--- src/rtl/hazard_controller.sv ---
// Hazard controller for the 5-stage MIPS32 pipeline: EX-stage operand
// forwarding, load-use stall detection and branch resolution sequencing.
module hazard_controller #(
    parameter int BRANCH_LAT = 2,
    parameter int REG_W      = 5
) (
    input  logic             clk,
    input  logic             rst,
    input  logic [REG_W-1:0] rs_d,
    input  logic [REG_W-1:0] rt_d,
    input  logic [REG_W-1:0] rs_e,
    input  logic [REG_W-1:0] rt_e,
    input  logic [REG_W-1:0] write_reg_e,
    input  logic             reg_write_e,
    input  logic             mem_to_reg_e,
    input  logic             branch_e,
    input  logic [REG_W-1:0] write_reg_m,
    input  logic             reg_write_m,
    input  logic [REG_W-1:0] write_reg_w,
    input  logic             reg_write_w,
    input  logic             branch_taken,
    output logic             stall_f,
    output logic             stall_d,
    output logic             flush_d,
    output logic             flush_e,
    output logic [1:0]       forward_a_e,
    output logic [1:0]       forward_b_e,
    output logic             pc_src,
    output logic             resume,
    output logic             busy
);

    localparam logic [1:0] RUN      = 2'd0;
    localparam logic [1:0] BR_WAIT  = 2'd1;
    localparam logic [1:0] BR_FLUSH = 2'd2;

    // Counter preload: the last BR_WAIT cycle is the one where the count is 0.
    localparam logic [2:0] CNT_INIT = 3'(BRANCH_LAT - 1);

    logic [1:0] state_q, state_d;
    logic [2:0] cnt_q, cnt_d;
    logic       resume_q, resume_d;
    logic       lu;

    // Load in EX whose destination is read by the instruction in decode.
    always_comb begin
        lu = mem_to_reg_e && reg_write_e && (write_reg_e != '0) &&
             ((write_reg_e == rs_d) || (write_reg_e == rt_d));
    end

    // Branch sequencing next-state logic; lu never changes state.
    always_comb begin
        state_d  = state_q;
        cnt_d    = cnt_q;
        resume_d = 1'b0;
        case (state_q)
            RUN: begin
                if (branch_e) begin
                    state_d = BR_WAIT;
                    cnt_d   = CNT_INIT;
                end
            end
            BR_WAIT: begin
                if (cnt_q != 3'd0) begin
                    cnt_d = cnt_q - 3'd1;
                end else if (branch_taken) begin
                    state_d = BR_FLUSH;
                end else begin
                    state_d  = RUN;
                    resume_d = 1'b1;
                end
            end
            BR_FLUSH: begin
                state_d  = RUN;
                resume_d = 1'b1;
            end
            default: begin
                state_d = RUN;
            end
        endcase
    end

    // State, wait counter and registered resume pulse.
    always_ff @(posedge clk) begin
        if (rst) begin
            state_q  <= RUN;
            cnt_q    <= '0;
            resume_q <= 1'b0;
        end else begin
            state_q  <= state_d;
            cnt_q    <= cnt_d;
            resume_q <= resume_d;
        end
    end

    // Output decode; everything is held low while reset is asserted.
    always_comb begin
        stall_f     = 1'b0;
        stall_d     = 1'b0;
        flush_d     = 1'b0;
        flush_e     = 1'b0;
        pc_src      = 1'b0;
        forward_a_e = 2'b00;
        forward_b_e = 2'b00;
        resume      = 1'b0;
        busy        = 1'b0;
        if (!rst) begin
            if (reg_write_m && (write_reg_m != '0) && (write_reg_m == rs_e)) begin
                forward_a_e = 2'b10;
            end else if (reg_write_w && (write_reg_w != '0) && (write_reg_w == rs_e)) begin
                forward_a_e = 2'b01;
            end
            if (reg_write_m && (write_reg_m != '0) && (write_reg_m == rt_e)) begin
                forward_b_e = 2'b10;
            end else if (reg_write_w && (write_reg_w != '0) && (write_reg_w == rt_e)) begin
                forward_b_e = 2'b01;
            end
            resume = resume_q;
            busy   = (state_q != RUN);
            case (state_q)
                RUN: begin
                    // A branch entering BR_WAIT takes precedence over the stall.
                    stall_f = lu && !branch_e;
                    stall_d = lu && !branch_e;
                    flush_e = lu && !branch_e;
                end
                BR_WAIT: begin
                    stall_f = 1'b1;
                    flush_d = 1'b1;
                end
                BR_FLUSH: begin
                    pc_src  = 1'b1;
                    flush_d = 1'b1;
                end
                default: begin
                end
            endcase
        end
    end

endmodule

--- config.mk ---
export PLATFORM = sky130hd
export DESIGN_NAME = hazard_controller
export DESIGN_NICKNAME = d
export VERILOG_FILES = /design/src/rtl/hazard_controller.sv
export SDC_FILE = /design/constraint.sdc
export NUM_CORES = 1
export LEC_CHECK = 0
export BUFFER_PORTS_ARGS = -buffer_cell sky130_fd_sc_hd__buf_2
export CAP_MARGIN = 10
export CORE_ASPECT_RATIO = 1.2
export CORE_MARGIN = 1.5
export CORE_UTILIZATION = 45
export CTS_CLUSTER_DIAMETER = 200
export DETAILED_ROUTE_END_ITERATION = 6
export PLACE_DENSITY = 0.88
export SLEW_MARGIN = 20
export SYNTH_ARGS = -nofsm -noshare
export SYNTH_HDL_FRONTEND = slang
export SYNTH_SLANG_ARGS = --single-unit
export TNS_END_PERCENT = 100
--- constraint.sdc ---
create_clock -name clk -period 4.3 [get_ports clk]
set_input_delay 0.43 -clock clk [delete_from_list [all_inputs] [get_ports clk]]
set_output_delay 0.43 -clock clk [all_outputs]
set_load 0.05 [all_outputs]
# Yosys cells after proc, flatten, opt, wreduce, memory -nomap -nowiden
# Index checks and enable logic that the tools add are counted.
[classes]
n_addsub = 1
n_eq_ne = 11
muxes = 26
n_reduce_logical = 22
[op_table]
columns = ["op", "n"]
rows = [
  ["5-bit == test", 6],
  ["5-bit nonzero test", 3],
  ["2-bit two-way mux", 7],
  ["1-bit two-way mux", 13],
  ["1-bit logical AND", 10],
  ["3-bit two-way mux", 2],
  ["2-bit inequality test (second input constant)", 3],
  ["3-bit one-hot mux with 2 select lines", 1],
  ["1-bit one-hot mux with 2 select lines", 2],
  ["2-bit one-hot mux with 2 select lines", 1],
  ["2-bit nonzero test", 2],
  ["3-bit AND reduction", 1],
  ["3-bit nonzero test", 1],
  ["3-bit by 1-bit subtractor with 3-bit output (second input constant)", 1],
  ["2-bit by 1-bit == test with 1-bit output (second input constant)", 1],
  ["2-bit == test (second input constant)", 1],
  ["2-bit logical NOT", 1],
  ["2-bit AND reduction", 1],
  ["2-bit OR reduction", 1],
  ["1-bit logical NOT", 1],
  ["1-bit logical OR", 1],
]
[word_totals]
reg_bits = 6
input_bits = 43
out_inout_bits = 11
wordCells = 63

# Depth between registers and ports, before layout
[logic_depth]
depth_word = 6
ltp_mapped = 7
depth_no_buf = 6

# Worst setup path before layout
# OpenSTA, ideal clock, no wires.
[synth_timing]
kind = "register to output"
startpoint = "reg state_q[0]"
endpoint = "out stall_d"
arrival_ns = 2.283
path_slack_ns = 1.587
stages_incl_launch_ff = 7
path_buffers = 1
path_cell_list = "dfxtp_1 -> inv_1 -> ha_1 -> nand2b_1 -> or4_1 -> nor2_1 -> buf_4"
[synth_via]
elab_chain_len = 3
[synth_lines]
columns = ["item", "line_no", "source"]
rows = [
  ["start, declared", "40", "logic [1:0] state_q, state_d;"],
  ["start signal, assigned", "90", "state_q <= state_d;"],
  ["2-bit logical NOT", "n/a", ""],
  ["1-bit two-way mux (2 in a row)", "n/a", ""],
  ["end, declared", "23", "output logic stall_d,"],
]
# Every way passes these cells.

# Worst setup path in the final report
[layout_timing]
startpoint = "reg state_q[0]"
endpoint = "out flush_e"
[layout_via]
elab_chain_len = 3
[layout_lines]
columns = ["item", "line_no", "source"]
rows = [
  ["2-bit logical NOT", "120", "case (state_q)"],
  ["1-bit two-way mux", "120", ""],
  ["1-bit two-way mux", "107", "if (!rst) begin"],
  ["end, declared", "25", "output logic flush_e,"],
]
# Every way passes these cells.

==> flow_summary.json <==
{
  "finalHoldViolCount": 0,
  "min_period_over_period": 0.5864,
  "setup_viol": 0,
  "cp-end-kind": "primary output",
  "p_int_uw": 159.5,
  "clock_path_buffers": 2,
  "via_per_inst": 5.270,
  "route.detailed.drc": 0,
  "cts_buffers": 3,
  "layout.nets": 210,
  "syn_area_per_cell_um2": 7.764,
  "fin_tns_setup_ns": 0,
  "status": "completed",
  "syn_nets": 155,
  "reg2reg_to": "cnt_q[1]$_SDFFE_PP0P_",
  "ys_seq_area_frac": 0.1446,
  "place.port_buffers": 53,
  "pwr-share-seq": 0.258,
  "gp_congestion": 0.8301,
  "holdPathStages": 3,
  "grt_start_max_net_pins": 14,
  "area_growth_pct": 35.54,
  "syn_inst": 107,
  "drt_iter0_drc": 3,
  "slew_headroom": 0.8237,
  "worstPathMaxFanout": 7,
  "grt_util_all_layers": 0.2193,
  "reg2reg_setup_slack_ns": 2.75,
  "ys.warnings.count": 0,
  "holdPathEnd": "resume_q$_SDFF_PP0_",
  "combPwrFrac": 0.539,
  "synth_cell_types": 29,
  "io_pins": 54,
  "arrival_ns": 2.09,
  "multiInputGateArea_um2": 676.9,
  "p_clk_frac": 0.202,
  "drive_above_1_share": 0.3875,
  "cp_data_required_time_ns": 3.87,
  "path_class": "flop to primary output",
  "ir_drop_mv": 0.1112,
  "drt-pass1-iter-count": 4,
  "fmax_mhz": 396.6,
  "maxCapViolCount": 0,
  "fill_cells": 159,
  "cts.clk_slew.worst_paths_ns": 0.05,
  "final_util": 0.6696,
  "worstMarginPinSlew_ns": 0.2621,
  "power_density_mw_per_mm2": 241.4,
  "cts_root_buffer": "clkbuf_4",
  "routedWlPerCell_um": 11.83,
  "grt_setup_unrepaired": "false",
  "ant_nets": 0,
  "switchingPower_uw": 112.3,
  "worstHoldStart": "branch_taken",
  "ys_seq_elements": 6,
  "postCtsSetupBuffers": 0,
  "netlist_area_um2": 830.8,
  "htreeDepth": 1,
  "start_util": 0.4940,
  "crit_path_start_kind": "flop",
  "cts-resized-gates": 0,
  "regArea_um2": 120.1,
  "timing.rr.start": "state_q[1]$_SDFFE_PP0P_",
  "p_sw_frac": 0.4133,
  "grt_pass1_vias": 886,
  "rows": 16,
  "grt_overflow": 0,
  "period_minus_slack_ns": 2.522,
  "dpl.hpwl_um": 1862,
  "reg2regPathDepth": 6,
  "skew_ns": 0.006396,
  "antenna_found_initial": 0,
  "antenna_cells": 0,
  "core_area_mm2": 0.001682,
  "insertion_delay_ns": 0.26,
  "tritoncts": "yes",
  "cts.sinks": 6,
  "fp.dieW_um": 42.23,
  "die_h_um": 50.07,
  "p_leak_nw": 0.5328,
  "postCtsHoldBufs": 0,
  "grt_pass1_wl_um": 3546,
  "holdCritPathClass": "input pin to flop",
  "report.final.slew_viol_count": 0,
  "wirelength_um": 2106,
  "die_area_mm2": 0.002114,
  "vias": 938
}
## flip-flops by register name, summed over array words and instances, names as in the netlist
signal    flops
resume_q      1
state_q       2
cnt_q         3
## layout by cell type (no fill, tap or decap), types with 2 or more instances in the layout
cell / netlist / final
a21oi_1: 5 / 5
clkbuf_4: 0 / 3
inv_1: 5 / 5
or4_1: 6 / 6
nand2_1: 6 / 6
dfxtp_1: 6 / 6
nand3_1: 2 / 2
nor3_1: 5 / 5
nor2b_1: 4 / 4
xnor2_1: 10 / 10
xor2_1: 21 / 21
nor4_2: 2 / 2
ha_1: 5 / 5
nand2b_1: 2 / 2
nor2_1: 10 / 10
nor4_1: 3 / 3
buf_2: 0 / 53
## power groups by stage
stage / logic (mW) / clock network (mW) / registers, mW
finish: 0.147 / 0.0550 / 0.0701
global placement: 0.141 / 0 / 0.0707
CTS: 0.148 / 0.0557 / 0.0704
detailed placement: 0.147 / 0 / 0.0712
floorplan: 0.0990 / 0 / 0.0698
global route: 0.163 / 0.0580 / 0.0713
## metrics by stage
step / area [um^2] / std cells / total power [mW] / hold WS (ns) / worst slack [ns]
after CTS: 1126 / 178 / 0.2737 / 0.5080 / 1.772
after global routing: 1126 / 178 / 0.2923 / 0.5219 / 1.641
after detailed placement: 1104 / 175 / 0.2180 / 0.5108 / 1.920
final: 1126 / 178 / 0.2719 / 0.5054 / 1.778
after global placement: 1104 / 175 / 0.2119 / 0.5035 / 1.949
after floorplan: 830.8 / 107 / 0.1688 / 0.4834 / 1.587
## metal layers
metal | vias up | global-route usage | share of wire
li1 | 479 | - | -
met1 | 418 | 0.2220 | 0.38
met2 | 36 | 0.4282 | 0.56
met3 | 5 | 0.03663 | 0.050
met4 | 0 | 0.08854 | 0.014
met5 | - | 0 | 0
## synthesized netlist by cell type, drive strengths merged
cell type / number / area share
xor2: 21 / 0.22
nor2: 10 / 0.045
xnor2: 10 / 0.11
dfxtp: 6 / 0.14
nand2: 6 / 0.027
or4: 6 / 0.054
a21oi: 5 / 0.030
ha: 5 / 0.075
inv: 5 / 0.023
nor3: 5 / 0.030
nor4: 5 / 0.053
nor2b: 4 / 0.030
clkbuf: 2 / 0.0090
nand2b: 2 / 0.015
nand3: 2 / 0.012
o21ai: 2 / 0.017
a211oi: 1 / 0.0090
a22oi: 1 / 0.0090
a31o: 1 / 0.011
buf: 1 / 0.0090
mux2: 1 / 0.014
nand3b: 1 / 0.0090
o2111ai: 1 / 0.011
o211ai: 1 / 0.0090
o21a: 1 / 0.0090
o21ba: 1 / 0.012
o22ai: 1 / 0.0075
## kinds of logic (layout without fill, tap and decap cells)
| kind of cell | after synthesis | in the layout | synth area share |
|---|---|---|---|
| XOR/XNOR | 31 | 31 | 0.3268 |
| buffers and inverters | 8 | 61 | 0.04067 |
| AND/OR/NAND/NOR | 41 | 41 | 0.2756 |
| multiplexers | 1 | 1 | 0.01355 |
| adder cells (fa/ha/maj) | 5 | 5 | 0.07530 |
| flip-flops | 6 | 6 | 0.1446 |
| AO/OA/AOI/OAI | 15 | 15 | 0.1235 |
## area by class of cell
class                           count  area share
Multi-Input combinational cell     93      0.6011
Timing Repair Buffer               53      0.2356
Sequential cell                     6      0.1067
Clock buffer                        3     0.02000
Tap cell                           18     0.02000
Inverter                            5     0.01667
## critical path, cell delays in order, from the launching register on
cell	delay, ns
dfxtp_1	0.32
inv_1	0.08
ha_1	0.28
nand2b_1	0.19
or4_1	0.53
nor2_1	0.13
buf_2	0.28
## worst max path at each step
| stage | slack [ns] | endpoint | from | depth (start not counted) |
|---|---|---|---|---|
| after floorplan | 1.59 | stall_d | state_q[0]$_SDFFE_PP0P_ | 6 |
| after global placement | 1.95 | forward_b_e[0] | write_reg_m[1] | 6 |
| after detailed placement | 1.92 | forward_b_e[0] | write_reg_m[1] | 6 |
| after CTS | 1.77 | flush_e | state_q[0]$_SDFFE_PP0P_ | 6 |
| after global routing | 1.64 | stall_d | state_q[1]$_SDFFE_PP0P_ | 6 |
| final | 1.78 | flush_e | state_q[0]$_SDFFE_PP0P_ | 6 |
Note: power is estimated with default switching activity, not from simulation.
